[src/rtl/instr_fetch_unit.sv]
// ---------------------------------------------------------------------------
// instr_fetch_unit
//
// Decoupled instruction-fetch front end. A fetch PC drives a pipelined
// request/grant instruction-memory port; in-order responses land in a small
// prefetch FIFO whose head is offered to decode over a valid/ready handshake.
// Redirects (resync, relative branch, jump, register) compute their target
// here, flush the FIFO and drop every response still in flight.
//
// Issue is credit based: FIFO occupancy plus granted-but-unreturned requests
// never exceeds FIFO_DEPTH, so a response always has a free slot.
//
// Ports:
//   clk, rst_n        clock (rising edge), asynchronous active-low reset
//   imem_req/addr     fetch request and word-aligned address
//   imem_gnt          request accepted this cycle
//   imem_rvalid/rdata in-order response
//   instr_valid/ready decode handshake on the FIFO head
//   instr_data/pc     head instruction and its PC
//   instr_pc_plus4    head PC + 4
//   redir_valid       single-cycle redirect strobe
//   redir_mode        00 resync, 01 branch, 10 jump, 11 register
//   redir_pc/imm/index/reg  redirect operands
//   fetch_misalign    (FETCH_MISALIGN_CHK_EN only) misaligned-target stall
//
// Build option:
//   FETCH_MISALIGN_CHK_EN  when defined, a redirect to a target with nonzero
//                          low bits raises fetch_misalign and stalls fetch
//                          until an aligned redirect. Otherwise the low two
//                          target bits are simply forced to zero.
// ---------------------------------------------------------------------------
module instr_fetch_unit #(
    parameter int                ADDR_W     = 32,
    parameter int                DATA_W     = 32,
    parameter int                FIFO_DEPTH = 4,
    parameter logic [ADDR_W-1:0] RESET_PC   = '0
) (
    input  logic              clk,
    input  logic              rst_n,
    output logic              imem_req,
    output logic [ADDR_W-1:0] imem_addr,
    input  logic              imem_gnt,
    input  logic              imem_rvalid,
    input  logic [DATA_W-1:0] imem_rdata,
    output logic              instr_valid,
    input  logic              instr_ready,
    output logic [DATA_W-1:0] instr_data,
    output logic [ADDR_W-1:0] instr_pc,
    output logic [ADDR_W-1:0] instr_pc_plus4,
`ifdef FETCH_MISALIGN_CHK_EN
    output logic              fetch_misalign,
`endif
    input  logic              redir_valid,
    input  logic [1:0]        redir_mode,
    input  logic [ADDR_W-1:0] redir_pc,
    input  logic [15:0]       redir_imm,
    input  logic [25:0]       redir_index,
    input  logic [ADDR_W-1:0] redir_reg
);

    localparam int PW = $clog2(FIFO_DEPTH);
    localparam int CW = PW + 1;

    typedef enum logic [1:0] {
        REDIR_RESYNC = 2'b00,
        REDIR_BRANCH = 2'b01,
        REDIR_JUMP   = 2'b10,
        REDIR_REG    = 2'b11
    } redir_mode_e;

    logic [ADDR_W-1:0] fetch_pc;
    logic [ADDR_W-1:0] resp_pc;
    logic [CW-1:0]     outstanding;
    logic [CW-1:0]     discard;
    logic [CW-1:0]     count;
    logic [PW-1:0]     wr_ptr;
    logic [PW-1:0]     rd_ptr;
    logic [DATA_W-1:0] fifo_data [FIFO_DEPTH];
    logic [ADDR_W-1:0] fifo_pc   [FIFO_DEPTH];

    logic [ADDR_W-1:0] p4;
    logic [ADDR_W-1:0] target_raw;
    logic [ADDR_W-1:0] target;
    logic [CW:0]       credit_used;
    logic              stall;
    logic              xfer;
    logic              rsp;
    logic              push;
    logic              pop;

    // Redirect target.
    always_comb begin
        // NOTE: every always_comb output is given a default first so no path can infer a latch.
        p4         = redir_pc + ADDR_W'(4);
        target_raw = p4;
        unique case (redir_mode_e'(redir_mode))
            REDIR_RESYNC: target_raw = p4;
            REDIR_BRANCH: target_raw = p4 + {{(ADDR_W-18){redir_imm[15]}}, redir_imm, 2'b00};
            REDIR_JUMP:   target_raw[27:0] = {redir_index, 2'b00};
            REDIR_REG:    target_raw = redir_reg;
        endcase
        target = target_raw & ~ADDR_W'(3);
    end

    // Handshakes. imem_req is also gated by rst_n so nothing is offered
    // to memory while reset is held.
    always_comb begin
        credit_used = (CW+1)'(count) + (CW+1)'(outstanding);
        imem_req    = rst_n && !redir_valid && !stall && (credit_used < (CW+1)'(FIFO_DEPTH));
        xfer        = imem_req && imem_gnt;
        // A response with nothing outstanding is unexpected and ignored.
        rsp         = imem_rvalid && (outstanding != '0);
        push        = rsp && (discard == '0) && !redir_valid;
        pop         = instr_valid && instr_ready && !redir_valid;
    end

    assign imem_addr      = fetch_pc;
    assign instr_valid    = (count != '0);
    assign instr_data     = fifo_data[rd_ptr];
    assign instr_pc       = fifo_pc[rd_ptr];
    assign instr_pc_plus4 = instr_pc + ADDR_W'(4);

    // Control state.
    // NOTE: sequential state uses non-blocking assignments so every register samples pre-edge values.
    always_ff @(posedge clk or negedge rst_n) begin
        if (!rst_n) begin
            fetch_pc    <= RESET_PC;
            resp_pc     <= RESET_PC;
            outstanding <= '0;
            discard     <= '0;
            count       <= '0;
            wr_ptr      <= '0;
            rd_ptr      <= '0;
        end else begin
            // No transfer can happen in a redirect cycle (imem_req is low).
            outstanding <= outstanding + CW'(xfer) - CW'(rsp);
            if (redir_valid) begin
                fetch_pc <= target;
                resp_pc  <= target;
                // Everything still in flight after this edge is stale.
                discard  <= outstanding - CW'(rsp);
                count    <= '0;
                wr_ptr   <= '0;
                rd_ptr   <= '0;
            end else begin
                if (xfer)
                    fetch_pc <= fetch_pc + ADDR_W'(4);
                if (rsp && (discard != '0))
                    discard <= discard - CW'(1);
                if (push) begin
                    resp_pc <= resp_pc + ADDR_W'(4);
                    wr_ptr  <= wr_ptr + PW'(1);
                end
                if (pop)
                    rd_ptr <= rd_ptr + PW'(1);
                count <= count + CW'(push) - CW'(pop);
            end
        end
    end

    // Prefetch storage.
    // NOTE: storage is reset so the head outputs read 0 / RESET_PC before the first push.
    always_ff @(posedge clk or negedge rst_n) begin
        if (!rst_n) begin
            for (int i = 0; i < FIFO_DEPTH; i++) begin
                fifo_data[i] <= '0;
                fifo_pc[i]   <= RESET_PC;
            end
        end else if (push) begin
            fifo_data[wr_ptr] <= imem_rdata;
            fifo_pc[wr_ptr]   <= resp_pc;
        end
    end

`ifdef FETCH_MISALIGN_CHK_EN
    // Set by a misaligned redirect, cleared by the next aligned one. The
    // redirect already flushed the FIFO and discards all in-flight data, so
    // blocking new requests is enough to keep instr_valid low.
    always_ff @(posedge clk or negedge rst_n) begin
        if (!rst_n)
            fetch_misalign <= 1'b0;
        else if (redir_valid)
            fetch_misalign <= (target_raw[1:0] != 2'b00);
    end
    assign stall = fetch_misalign;
`else
    assign stall = 1'b0;
`endif

endmodule

[config.mk]
export PLATFORM = sky130hd
export DESIGN_NAME = instr_fetch_unit
export DESIGN_NICKNAME = d
export VERILOG_FILES = /design/src/rtl/instr_fetch_unit.sv
export SDC_FILE = /design/constraint.sdc
export NUM_CORES = 1
export LEC_CHECK = 0
export ABC_AREA = 1
export BUFFER_PORTS_ARGS = -buffer_cell sky130_fd_sc_hd__buf_2
export CORE_ASPECT_RATIO = 1.2
export CORE_MARGIN = 2
export CORE_UTILIZATION = 45
export DETAILED_ROUTE_END_ITERATION = 10
export GPL_TIMING_DRIVEN = 0
export PLACE_DENSITY = 0.72
export SLEW_MARGIN = 20
export SYNTH_ARGS = -nofsm -noshare
export SYNTH_HDL_FRONTEND = slang
export SYNTH_SLANG_ARGS = --single-unit
[constraint.sdc]
create_clock -name clk -period 8.53 [get_ports clk]
set_clock_uncertainty 0.1 [all_clocks]
set_input_delay 2.1325 -clock clk [delete_from_list [all_inputs] [get_ports clk]]
set_output_delay 2.1325 -clock clk [all_outputs]
set_load 0.05 [all_outputs]
==> key figures, run 1 <==
Timing
  • RSZ-0062 raised after global routing: false
  • Tmin final: 5.789 ns
  • Hold Fails Final Rpt: 0
  • Worst Slack Setup Final: 2.741 ns
  • Fin crit share: 0.6786
  • Slew margin rel.: 0.3650
  • Count of final setup violators: 0
  • Post-Route Setup TNS: 0 ns
  • Worst hold slack: 0.3913 ns
  • Worst Tran Pin Value: 0.9525 ns
  • Highest Clock Rate: 172.8 MHz
  • Final Max Tran Viols: 0

Synth
  • Post-synthesis adder-cell area fraction: 0.03583
  • Synth Area in Simple Gates: 0.3224
  • Ys flop type: dfrtp_1
  • EDFF count, synth: 0
  • Synth Instances: 3101
  • Avg Cell Area, Syn: 6.846 um^2
  • Cell variety after synth: 57
  • Synth area leaders: dfrtp_1 (38%), nand2_1 (16%), nor2_1 (7.3%)
  • Yosys warning total: 0
  • Largest family of logic cells by synthesized area: simple AND/OR/NAND/NOR gates
  • Synth area leader: dfrtp_1
  • Area fraction in compound gates after synthesis: 0.1495
  • Synthesized flop and latch total: 321
  • Mapped cell area: 0.02123 mm^2
  • Post-synth top area share: 0.3784
  • Async set-reset flop share out of synthesis: 1.000
  • Post-synthesis sequential area ratio: 0.3784
  • Synth Area in XOR/XNOR: 0.02393
  • Multiplexer share of the synthesized area: 0

Routing
  • WL met1: 28750 um
  • Wire length per cell: 18.75 um
  • Vias per std cell: 5.461
  • Met2 wire len: 37470 um
  • Final WL: 76140 um
  • Top sig layer: met4
  • First-pass DRT Iterations: 9
  • # DRC: 0
  • Met3 routed WL: 5471 um
  • Initial DRC Count: 1899
  • Total number of vias: 22172
  • Post-route ant nets: 0

Global route
  • Largest net degree at the start of global routing: 82
  • Vias in the first global route: 21347
  • Global-route wire length before repair: 118400 um
  • Gr usage total: 0.3066
  • Initial antenna violation count: 1
  • Gr ovfl total: 0

Power and ir drop
  • PD cells: 328.5 mW/mm^2
  • Pleak: 12.90 nW
  • Switching share of power: 0.5164
  • Internal power: 3.916 mW
  • Power Total: 8.099 mW
  • Seq pwr share: 0.274
  • NetSw: 4.182 mW
  • Clock network fraction of total power: 0.194
  • Combinational Power Share: 0.532
  • VDD IR max: 0.0004037 V

Floorplanning
  • I/O pin count: 276
  • DIE WIDTH: 202.3 um
  • Die area: 0.04894 mm^2
  • Core area: 0.04681 mm^2
  • Die H: 241.9 um
  • Initial Utilization: 0.4535
  • Std-Cell Rows: 87

CTS
  • CTS tree: built
  • Post CTS Setup Buffer Count: 0
  • Maximum clock path buffer count: 3
  • CTS Buf Count: 36
  • CTS-repair resized insts: 0
  • Worst-path clk slew: 0.06 ns
  • H-tree depth: 2
  • Clk root buf: clkbuf_16
  • Clk sinks: 321
  • Clock latency on the worst-skew pair: 0.53 ns
  • Cts hold-fix bufs: 0

Setup path
  • Arrival time worst endpoint: 3.56 ns
  • CP top delay family: buffers and inverters
  • Crit path cell chain: buf_8, buf_16, inv_1, nor4_2, buf_2
  • CP max stage delay: 0.35 ns
  • Crit. End Element: output pin
  • Critical path's slowest cell: buf_16
  • CP Class: in2out
  • Startpoint types: input port
  • Worst Path Required: 6.30 ns
  • Crit path buffers/inverters: 4
  • Crit path max fanout: 73

Layout
  • Commonest non-fill, non-tap cells in the layout: nand2_1 (900), nor2_1 (415), dfrtp_1 (321)
  • Share of cells above drive strength 1: 0.1385
  • Fin area: 0.02465 mm^2
  • Final core occ: 0.5267
  • Synthesis-to-layout area growth: 16.13%
  • Nets: 3616
  • Commonest non-fill, non-tap cell in the layout: nand2_1
  • Finished Layout Cells: 4060

Placed design
  • Placed cell count: 3996
  • Dpl ws: 2.707 ns
  • Post-DP Area: 0.02346 mm^2
  • Placer congestion estimate: 0.9999
  • Buffers on Ports: 263
  • Hpwl dp: 58880 um

Outcome
  • Status: completed

Worst hold path
  • HP Class: reg2reg

Run
  • Reported max-cap violation count: 0
flip-flops by register name, summed over array words and instances (netlist names):
| register | cells |
|---|---|
| wr_ptr | 2 |
| fifo_data | 128 |
| resp_pc | 30 |
| outstanding | 3 |
| imem_addr | 30 |
| count | 3 |
| fifo_pc | 120 |
| discard | 3 |
| rd_ptr | 2 |
power by group through the flow:
stage	Combinational (mW)	Sequential [mW]	Clock, mW
final	4.31	2.22	1.57
after global routing	4.62	2.27	1.65
after CTS	4.30	2.21	1.58
after detailed placement	4.28	2.24	0
after global placement	4.25	2.23	0
after floorplan	3.04	2.27	0
synthesized netlist by cell type, drive strengths merged, types with 26 or more instances:
cell type  count
clkbuf        69
dfrtp        321
xor2          41
ha            56
nand2        917
nor2         429
buf           76
nand3        172
inv          297
o22ai         36
a21oi        210
nor3          31
o21ai        273
nand4         26
metal layers:
metal	vias to the layer above	global-route usage
met4	0	0.1653
li1	10664	-
met3	218	0.04654
met1	10332	0.3633
met5	-	0
met2	958	0.5326
kinds of logic (layout without fill, tap and decap cells):
group	count (synthesis)	after routing
adders and majority gates	59	59
AOI/OAI and AO/OA	583	583
and+or+nand+nor	1634	1634
other	1	7
buffers and inverters	445	775
xor gates and xnor gates	58	58
DFF	321	321
worst reg2reg max path, stage by stage (launching register included):
cell and delay (ns):
dfrtp_1 0.36, inv_1 0.13, ha_1 0.16, inv_1 0.07, nor3_4 0.38, inv_2 0.16, nor2_2 0.21, inv_2 0.13
buf_2 0.22, clkbuf_1 0.28, ha_1 0.36, inv_1 0.04, ha_1 0.18, fa_1 0.37, xor2_1 0.19, nor2_1 0.05
final cells by class:
type,instances,area [um^2]
Fill cell,4801,22160
Multi-Input combinational cell,2340,11310
Sequential cell,321,8033
Timing Repair Buffer,267,1436
Inverter,300,1130
Clock buffer,49,1020
Tap cell,623,779.5
Buffer,145,775.7
Clock inverter,14,166.4
Antenna cell,1,2.502
final timing paths:
kind / start / to / slack, ns / depth (start not counted)
worst max-delay path: rst_n / imem_req / 2.74 / 5
worst min-delay path: fifo_data[67]$_DFFE_PN0P_ / fifo_data[67]$_DFFE_PN0P_ / 0.39 / 2
worst min register to register: fifo_data[67]$_DFFE_PN0P_ / fifo_data[67]$_DFFE_PN0P_ / 0.39 / 2
min in group asynchronous: rst_n / fifo_data[5]$_DFFE_PN0P_ / 1.38 / 1
worst max register to register: discard[0]$_DFFE_PN0P_ / count[2]$_DFF_PN0_ / 4.98 / 15
max in group asynchronous: rst_n / resp_pc[24]$_DFFE_PN0N_ / 5.55 / 4
Note: power is estimated with default switching activity, not from simulation.
==> run 2: changes to the inputs <==
--- a/config.mk
+++ b/config.mk
@@ -12,7 +12,7 @@
 export CORE_UTILIZATION = 45
 export DETAILED_ROUTE_END_ITERATION = 10
 export GPL_TIMING_DRIVEN = 0
-export PLACE_DENSITY = 0.72
+export PLACE_DENSITY = 0.74
 export SLEW_MARGIN = 20
 export SYNTH_ARGS = -nofsm -noshare
 export SYNTH_HDL_FRONTEND = slang
==> constraint.sdc (replaced) <==
create_clock -name clk -period 5.11 [get_ports clk]
set_clock_uncertainty 0.1 [all_clocks]
set_input_delay 1.2775 -clock clk [delete_from_list [all_inputs] [get_ports clk]]
set_output_delay 1.2775 -clock clk [all_outputs]
set_load 0.05 [all_outputs]
==> run 2 against run 1 <==
Compared with the run above:
- global-route usage up 0.31 points
- sequential cell count unchanged
- critical endpoint is now instr_data[13]
- largest cell class unchanged
- core utilization grew 0.051 points
==> key figures, run 2 (synthesized netlist as in run 1, its figures left out) <==
Outcome
  • Status: completed

Layout
  • Commonest non-fill, non-tap cell in the layout: nand2_1
  • Largest registers: fifo_data (128), fifo_pc (120)
  • Seq. cell area: 0.008033 mm^2
  • # fillers: 4764
  • Share of cells above drive strength 1: 0.1394
  • Final core occ: 0.5272
  • Commonest non-fill, non-tap cells in the layout: nand2_1 (900), nor2_1 (415), dfrtp_1 (321)
  • Max reg flops: 128
  • Multi-input logic area: 0.01131 mm^2
  • Nets: 3614
  • Synthesis-to-layout area growth: 16.24%
  • Antenna diode count: 0
  • Biggest register: fifo_data

Routing
  • # DRC: 0
  • Wire length per cell: 18.91 um
  • Post-route ant nets: 0
  • First-pass DRT Iterations: 8
  • Total number of vias: 22230
  • Final WL: 76740 um
  • Initial DRC Count: 1735
  • Vias per std cell: 5.477

Setup path
  • Worst Path Required: 3.73 ns
  • Worst R2R Setup Slack: 1.61 ns
  • Reg-to-reg critical path startpoint: discard[0]$_DFFE_PN0P_
  • Startpoint types: flop
  • Arrival time worst endpoint: 3.23 ns
  • Reg2Reg Depth: 15
  • Crit path max fanout: 10
  • Crit. End Element: output pin
  • RR Endpoint: count[2]$_DFF_PN0_
  • CP Launch Point: rd_ptr[0]$_DFFE_PN0P_
  • CP Class: reg2out
  • Worst setup path endpoint: instr_data[13]

Floorplanning
  • I/O pin count: 276
  • Std-Cell Rows: 87
  • DIE WIDTH: 202.3 um
  • Die H: 241.9 um
  • Initial Utilization: 0.4535
  • Core area: 0.04681 mm^2
  • Die area: 0.04894 mm^2

CTS
  • Cts hold-fix bufs: 0
  • Clk root buf: clkbuf_16
  • Maximum clock path buffer count: 3
  • Clock latency on the worst-skew pair: 0.55 ns
  • Post CTS Setup Buffer Count: 0
  • H-tree depth: 2
  • CTS tree: built
  • CTS Buf Count: 35
  • Worst-path clk slew: 0.06 ns
  • Clk sinks: 321
  • CTS-repair resized insts: 0

Timing
  • Worst Tran Pin Value: 0.9709 ns
  • RSZ-0062 raised after global routing: false
  • Highest Clock Rate: 216.9 MHz
  • Tmin final: 4.611 ns
  • Hold Fails Final Rpt: 0
  • Final Max Tran Viols: 0
  • Slew margin rel.: 0.3527
  • Worst Slack Setup Final: 0.4994 ns
  • Fin crit share: 0.9023
  • Count of final setup violators: 0

Placed design
  • Hpwl dp: 59230 um
  • Buffers on Ports: 263
  • Dpl ws: 0.3530 ns
  • Placer congestion estimate: 0.9647

Power and ir drop
  • Pleak: 12.91 nW
  • PD cells: 552.5 mW/mm^2
  • VDD IR max: 0.0006895 V

Global route
  • Met1 usage: 0.3609
  • Largest net degree at the start of global routing: 95
  • Grt met3 use: 0.03592
  • Gr ovfl total: 0
  • GR Util met2: 0.5395
  • Initial antenna violation count: 0
  • Vias in the first global route: 21907
  • Global-route wire length before repair: 119400 um
  • Gr usage total: 0.3097
  • Most Crowded Layer GR: met2

Run
  • Reported max-cap violation count: 0

Worst hold path
  • HP Class: reg2reg
[run 2: per-layer routing]
metal | share of wire | vias up
met1 | 0.38 | 10449
li1 | - | 10641
met5 | 0 | -
met4 | 0.066 | 0
met3 | 0.059 | 224
met2 | 0.49 | 916
[run 2: worst min-delay path by stage]
stage / from / end / slack [ns] / depth (start not counted)
2_1_floorplan: fifo_data[32]$_DFFE_PN0P_ / fifo_data[32]$_DFFE_PN0P_ / 0.36 / 2
3_3_place_gp: fifo_data[83]$_DFFE_PN0P_ / fifo_data[83]$_DFFE_PN0P_ / 0.37 / 2
3_5_place_dp: fifo_data[73]$_DFFE_PN0P_ / fifo_data[73]$_DFFE_PN0P_ / 0.38 / 2
4_1_cts: fifo_data[47]$_DFFE_PN0P_ / fifo_data[47]$_DFFE_PN0P_ / 0.39 / 2
5_1_grt: fifo_data[92]$_DFFE_PN0P_ / fifo_data[92]$_DFFE_PN0P_ / 0.41 / 2
6_report: fifo_data[68]$_DFFE_PN0P_ / fifo_data[68]$_DFFE_PN0P_ / 0.39 / 2
[run 2: layout make-up]
type                            count  share of cell area
Inverter                          300             0.04579
Clock buffer                       47             0.04097
Clock inverter                     17            0.009279
Sequential cell                   321              0.3255
Multi-Input combinational cell   2340              0.4583
Timing Repair Buffer              266             0.05709
Buffer                            145             0.03144
Tap cell                          623             0.03159
[run 2: power breakdown]
| part | internal (mW) | switching [mW] | total [mW] |
|---|---|---|---|
| clock network | 1.61 | 1.11 | 2.73 |
| logic | 1.75 | 5.44 | 7.19 |
| registers | 3.22 | 0.490 | 3.71 |
[run 2: critical path: stages (launching register included)]
cell      delay [ns]
dfrtp_1         0.42
inv_2           0.13
buf_6           0.16
buf_2           0.24
clkbuf_1        0.49
clkbuf_1        0.54
nor2_1          0.09
o22ai_1         0.29
buf_2           0.33
[run 2: metrics by stage]
stage	hold slack [ns]	std cells	setup TNS, ns	power [mW]	instance area (um^2)
final	0.3921	4059	0	13.63	24680
after global routing	0.4127	4059	0	14.36	24680
after CTS	0.3948	4059	0	13.62	24680
after detailed placement	0.3814	3995	0	10.89	23440
after global placement	0.3738	3992	-1230.74	10.79	23340
after floorplan	0.3619	3106	0	8.880	21250
